File: src/rtl/mux_scan_ctrl.sv
// mux_scan_ctrl
//   Scans an external 8:1 mux. Steps the select lines through channels 0..7,
//   holds each select for SETTLE_CYC cycles, samples y_in for one cycle, and
//   presents the eight samples as one byte on a valid/ready handshake.
//
// Parameters
//   SETTLE_CYC   cycles the select is held before sampling (1..15)
//
// Ports
//   clk          rising-edge clock
//   rst_n        asynchronous active-low reset
//   start        request one full scan (accepted only when idle)
//   y_in         mux output y
//   s1,s2,s3     mux select, {s1,s2,s3} = current channel
//   busy         high while a scan is in progress or a result is held
//   data_out     scanned byte, bit i = sample taken with select = i
//   data_valid   data_out holds a complete scan
//   data_ready   consumer accepts data_out
//   parity_out   XOR of data_out (only when MUX_SCAN_PARITY_EN is defined)
//
// Build option
//   MUX_SCAN_PARITY_EN  adds the registered parity_out port
module mux_scan_ctrl #(
   parameter int unsigned SETTLE_CYC = 2
) (
   input  logic       clk,
   input  logic       rst_n,
   input  logic       start,
   input  logic       y_in,
   output logic       s1,
   output logic       s2,
   output logic       s3,
   output logic       busy,
   output logic [7:0] data_out,
   output logic       data_valid,
   input  logic       data_ready
`ifdef MUX_SCAN_PARITY_EN
   ,
   output logic       parity_out
`endif
);

   typedef enum logic [1:0] {
      IDLE,
      SETTLE,
      SAMPLE,
      HOLD
   } state_t;

   localparam logic [3:0] SETTLE_LAST = 4'(SETTLE_CYC - 1);

   state_t     state, state_nxt;
   logic [2:0] ch, ch_nxt;
   logic [3:0] cnt, cnt_nxt;
   logic [6:0] sreg, sreg_nxt;
   logic [7:0] dout_nxt;
   logic       valid_nxt;
   logic       busy_nxt;
`ifdef MUX_SCAN_PARITY_EN
   logic       parity_nxt;
`endif

   // state and datapath registers
   always_ff @(posedge clk or negedge rst_n) begin
      if (!rst_n) begin
         state      <= IDLE;
         ch         <= '0;
         cnt        <= '0;
         sreg       <= '0;
         data_out   <= '0;
         data_valid <= 1'b0;
         busy       <= 1'b0;
`ifdef MUX_SCAN_PARITY_EN
         parity_out <= 1'b0;
`endif
      end else begin
         state      <= state_nxt;
         ch         <= ch_nxt;
         cnt        <= cnt_nxt;
         sreg       <= sreg_nxt;
         data_out   <= dout_nxt;
         data_valid <= valid_nxt;
         busy       <= busy_nxt;
`ifdef MUX_SCAN_PARITY_EN
         parity_out <= parity_nxt;
`endif
      end
   end

   // next-state logic
   always_comb begin
      state_nxt = state;
      unique case (state)
         IDLE:    if (start) state_nxt = SETTLE;
         SETTLE:  if (cnt == SETTLE_LAST) state_nxt = SAMPLE;
         SAMPLE:  state_nxt = (ch == 3'd7) ? HOLD : SETTLE;
         HOLD:    if (data_ready) state_nxt = IDLE;
         default: state_nxt = IDLE;
      endcase
   end

   // datapath / output next values
   always_comb begin
      ch_nxt    = ch;
      cnt_nxt   = cnt;
      sreg_nxt  = sreg;
      dout_nxt  = data_out;
      valid_nxt = data_valid;
`ifdef MUX_SCAN_PARITY_EN
      parity_nxt = parity_out;
`endif
      unique case (state)
         IDLE: begin
            if (start) begin
               ch_nxt  = '0;
               cnt_nxt = '0;
            end
         end
         SETTLE: begin
            cnt_nxt = cnt + 4'd1;
         end
         SAMPLE: begin
            if (ch != 3'd7) begin
               for (int unsigned i = 0; i < 7; i++) begin
                  if (ch == 3'(i)) sreg_nxt[i] = y_in;
               end
               ch_nxt  = ch + 3'd1;
               cnt_nxt = '0;
            end else begin
               // the last sample goes straight to data_out so the byte
               // is published whole in a single edge
               dout_nxt  = {y_in, sreg};
               valid_nxt = 1'b1;
`ifdef MUX_SCAN_PARITY_EN
               parity_nxt = ^{y_in, sreg};
`endif
            end
         end
         HOLD: begin
            if (data_ready) begin
               valid_nxt = 1'b0;
               ch_nxt    = '0;
            end
         end
         default: begin
            ch_nxt  = '0;
            cnt_nxt = '0;
         end
      endcase
      busy_nxt = (state_nxt != IDLE);
   end

   assign {s1, s2, s3} = ch;

endmodule

File: config.mk
export PLATFORM = sky130hd
export DESIGN_NAME = mux_scan_ctrl
export DESIGN_NICKNAME = d
export VERILOG_FILES = /design/src/rtl/mux_scan_ctrl.sv
export SDC_FILE = /design/constraint.sdc
export NUM_CORES = 1
export LEC_CHECK = 0
export ABC_CLOCK_PERIOD_IN_PS = 3290
export BUFFER_PORTS_ARGS = -buffer_cell sky130_fd_sc_hd__buf_2
export CORE_MARGIN = 3
export CORE_UTILIZATION = 36
export DETAILED_ROUTE_END_ITERATION = 12
export PLACE_DENSITY = 0.59
export SETUP_SLACK_MARGIN = 0.5
export SKIP_CTS_REPAIR_TIMING = 1
export SLEW_MARGIN = 30
export SYNTH_ARGS = -nofsm -noshare
export SYNTH_HDL_FRONTEND = slang
export SYNTH_SLANG_ARGS = --single-unit
export TNS_END_PERCENT = 5
File: constraint.sdc
create_clock -name clk -period 3.29 [get_ports clk]
set_clock_uncertainty 0.15 [all_clocks]
set_input_delay 0.329 -clock clk [delete_from_list [all_inputs] [get_ports clk]]
set_output_delay 0.329 -clock clk [all_outputs]
set_load 0.01 [all_outputs]
* Word level (Yosys, flattened, before mapping)
Index checks and enable logic that the tools add are counted.
** Cells by class
- Reduce and logical (&&, ||, !) cells :: 17
- Equality and inequality tests :: 16
- Bitwise logic cells :: 1
- $add $sub $neg :: 2
- Multiplexer cells :: 15
** Operator list (count)
- 3-bit AND reduction :: 9
- 3-bit == test (second input constant) :: 4
- 4-bit case mux with 3 select lines :: 1
- 3-bit 2-to-1 mux :: 3
- 3-bit case mux with 3 select lines :: 1
- 2-bit 2-to-1 mux :: 4
- 4-bit 2-to-1 mux :: 2
- 2-bit inequality test (second input constant) :: 4
- 2-bit case mux with 4 select lines :: 1
- 3-bit by 2-bit == test with 1-bit output (second input constant) :: 2
- 3-bit nonzero test :: 2
- 4-bit by 1-bit adder with 4-bit output (second input constant) :: 1
- 2-bit == test (second input constant) :: 2
- 4-bit by 1-bit == test with 1-bit output (second input constant) :: 1
- 4-bit AND reduction :: 1
- 2-bit nonzero test :: 2
- 3-bit by 1-bit adder with 3-bit output (second input constant) :: 1
- 3-bit by 1-bit == test with 1-bit output (second input constant) :: 1
- 3-bit logical NOT :: 1
- 3-bit inequality test (second input constant) :: 1
- 2-bit by 1-bit == test with 1-bit output (second input constant) :: 1
- 2-bit logical NOT :: 1
- 1-bit 2-to-1 mux :: 2
- 1-bit case mux with 2 select lines :: 1
- other kinds (2) :: 2
** Storage, ports and cells
- Register bits :: 26
- Input bits :: 5
- Output and inout port bits :: 13
- Logic and storage cells :: 64

* Longest topological paths before layout
- Depth after elaboration :: 4
- Gate-level depth with buffers :: 5
- Gate-level depth less buffers :: 5

* Worst setup path before layout
No wires, ideal clock.
- Path type :: register to register
- From :: reg ch[1]
- To :: reg cnt[2]
- Path slack :: 1.397 ns
- Arrival :: 1.619 ns
- Cell stages (with the launch flop) :: 6
- Period minus slack after synthesis :: 1.893 ns
- Path buffers :: 0
- Data required time :: 3.016 ns
- Library setup time :: 0.124 ns
- Cell sequence :: dfrtp_1 -> ha_1 -> ha_1 -> or2_0 -> a21o_1 -> a211o_1
** Between the ends
- Longest elaborated chain between the ends :: 3
** Ends and longest elaborated chain
- from (decl) :: line 53 : logic [2:0] ch, ch_nxt;
- from (signal assigned) :: line 78 : ch <= ch_nxt;
- 3-bit inequality test :: line 123 : if (ch != 3'd7) begin
- 2-bit inequality test (no source line)
- 3-bit AND reduction (no source line)
- to (signal assigned) :: line 79 : cnt <= cnt_nxt;
- to (decl) :: line 54 : logic [3:0] cnt, cnt_nxt;
No other way between the ends.
A chain may end at the register's enable or synchronous reset.

* Worst setup path in the final report
- From :: reg ch[1]
- To :: reg cnt[3]
The elaborated chain is that of the path after synthesis.

==> parameters.txt <==
Parameter                              Value

Outcome
  Run status    finished, final reports clean

Setup path
  Critical Path Source Type    flip-flop
  WP data arrival    2050 ps
  Length in cells of the worst reg-to-reg path    5
  Required time at the endpoint of the critical path    3350 ps
  Internal reg-to-reg setup slack    ~1300 ps
  Worst reg2reg endpoint    cnt[3]
  Worst Setup Path Type    flip-flop to flip-flop
  Biggest fanout along the worst timing path    5
  Launch point of the worst reg-to-reg path    ch[1]
  Worst Setup End Kind    flip-flop

Die
  Die Outline Area    4170 um^2
  Starting Density    39.2%
  Die boundary height    64.6 um
  Number of I/O pins    18
  Placeable Area    3150 um^2
  Die width    64.6 um
  Number of rows in the core area    20

Logic synthesis
  Count of flip-flops with a built-in enable after synthesis    0
  Synthesized netlist net count    113
  Top-area cell type share of the netlist area    52.7%
  Cells taking the most area after synthesis    dfrtp_1 53%, mux2_2 11%, ha_1 8.1%
  Seq cells post-synth    26
  Cell type with the highest aggregate area in the netlist    dfrtp_1
  Number of warnings printed during yosys synthesis    0
  Flip-flop cell with the highest count after synthesis    dfrtp_1
  Post-Synthesis Mean Instance Area    12.3 um^2
  Count of distinct cell types in the synthesized netlist    29
  Share of synthesized registers carrying an async set or reset    100%
  Register area share after synthesis    52.7%
  Synthesized instance count    100
  Summed instance area of the synthesized netlist    1230 um^2

Clock network
  Clock slew at the register clock pins of the worst setup and hold paths    120 ps
  Clock sink total    26
  CTS tree    built
  H-tree lvl count    1
  Clock tree buffer depth    2
  Number of clock buffers inserted by TritonCTS    3
  Clk root buf    clkbuf_4
  Clock latency reported for the late side of the worst-skew pair    a little over 300 ps

Finish
  Inserted Diodes    0
  Net count, final    134
  Fillers    322
  Count of non-filler cells in the finished layout    163
  Layout cell share with drive strength beyond 1    29.4%
  P&R area growth vs syn    12.7%
  Post-Route Utilization    44.1%

Run
  Maxcap violations    0

STA
  Final period util    60.4%
  Final critical-path setup slack    1300 ps
  RSZ-0062 raised after global routing    no
  Final setup violation count    0
  Final period demand of the worst path    between 1500 and 2000 ps
  Relative slew slack    between 60% and 70%
  Final hold violation count    0
  Fin. max-slew vios    0
  Setup_tns    0 ps
  Slew of the pin with the lowest slew margin    576 ps
  Upper clock frequency limit    approximately 500 MHz

Worst hold path
  Hold-critical path endpoint    busy
  Origin of the worst min-delay path    data_ready
  Cell count of the worst hold path    2
  Class of the tightest hold or removal check    primary input to flip-flop

Placed design
  Total half-perimeter wirelength after legalization and detailed placement    1.60 mm
  Number of port buffers    17
  Final GP Congestion    0.721
  Placed Cells incl. Taps    ~160
  Minimum setup slack after placement    1310 ps

Pwr
  Worst VDD drop    279 uV
  Cell area power density    655 nW/um^2
  Static Leakage    0.700 nW

Global route
  Total grt overflow    0
  Vias in the first global route    868
  Largest net degree at the start of global routing    27
  Wire length of the first global-routing pass    3.84 mm
  Total Routing Usage GR    11.8%
  Antenna violations before repair    0

Drt
  First-pass DRT Iterations    4
  Routed vias/inst    4.92
  Total wire length after detailed routing    2.10 mm
  Routed wire length per instance    12.9 um
  Vias post-DR    802
  Residual DRC count    0
  Antenna-violating nets left    0
  Starting DRC count in detailed routing    11
per-layer routing:
layer,GRT usage (%),vias to the layer above,wire length [um]
met4,4.75,0,39
li1,-,391,-
met3,2.25,5,113
met5,0,-,0
met2,19.3,25,951
met1,15.4,381,994
cell families after synthesis:
family / Yosys count / synth area share (%)
AND/OR/NAND/NOR: 30 / 15.0
multiplexers: 15 / 13.7
AO/OA/AOI/OAI: 14 / 7.70
buffers and inverters: 7 / 2.84
flip-flops: 26 / 52.7
adder cells (fa/ha/maj): 8 / 8.11
cells in the final DEF (no fill, tap or decap), types with 3 or more instances in the layout:
master,instances
dfrtp_1,26
buf_2,17
mux2_2,12
ha_1,8
nand2_1,7
nand3_1,6
inv_1,5
nor3b_1,4
o21ai_0,3
a21o_1,3
mux2_1,3
clkbuf_4,3
Yosys cell counts (2+ instances only):
cell type / instances
dfrtp_1: 26
mux2_2: 12
ha_1: 8
nand2_1: 7
nand3_1: 6
inv_1: 5
nor3b_1: 4
a21o_1: 3
mux2_1: 3
o21ai_0: 3
a211o_1: 2
nand2b_1: 2
nor3_1: 2
o22ai_1: 2
flip-flops by register name, indices dropped and copies added (netlist names):
| signal | count |
|---|---|
| busy | 1 |
| ch | 3 |
| cnt | 4 |
| data_out | 8 |
| data_valid | 1 |
| sreg | 7 |
| state | 2 |
power breakdown:
group	leakage, nW	internal [mW]	switching (mW)
sequential	0.330	0.403	0.0939
combinational	0.357	0.147	0.140
clock	0.0138	0.0428	0.0843
worst max-delay path by stage:
| stage | startpoint | to | slack [ps] | depth (start not counted) |
|---|---|---|---|---|
| after detailed placement | ch[1] | cnt[3] | 1310 | 5 |
| after global routing | ch[1] | ch[1] | 1090 | 5 |
| after global placement | ch[0] | cnt[2] | 1370 | 5 |
| after CTS | ch[1] | cnt[3] | 1280 | 5 |
| final | ch[1] | cnt[3] | 1300 | 5 |
| after floorplan | ch[1] | cnt[2] | 1400 | 5 |
critical path: stages (launching register included):
cell and delay, ps:
dfrtp_1 450, ha_1 240, ha_1 270, or2_0 250, a21o_1 230, a211o_1 300
stage by stage:
step	total power [mW]	hold WS (ps)	area, um^2
floorplan	0.714	-117	1230
global placement	0.782	205	1360
detailed placement	0.796	212	1360
CTS	0.925	-142	1380
global route	1.00	151	1390
finish	0.911	126	1390
area by class of cell:
cell class | instances | area (um^2) | area share [%]
sequential | 26 | 651 | 46.8
multi-input combinational | 67 | 549 | 39.5
timing repair buffer | 18 | 95.1 | 6.83
tap | 44 | 55.1 | 3.96
clock buffer | 3 | 22.5 | 1.62
inverter | 5 | 18.8 | 1.35
Note: power is estimated with default switching activity, not from simulation.
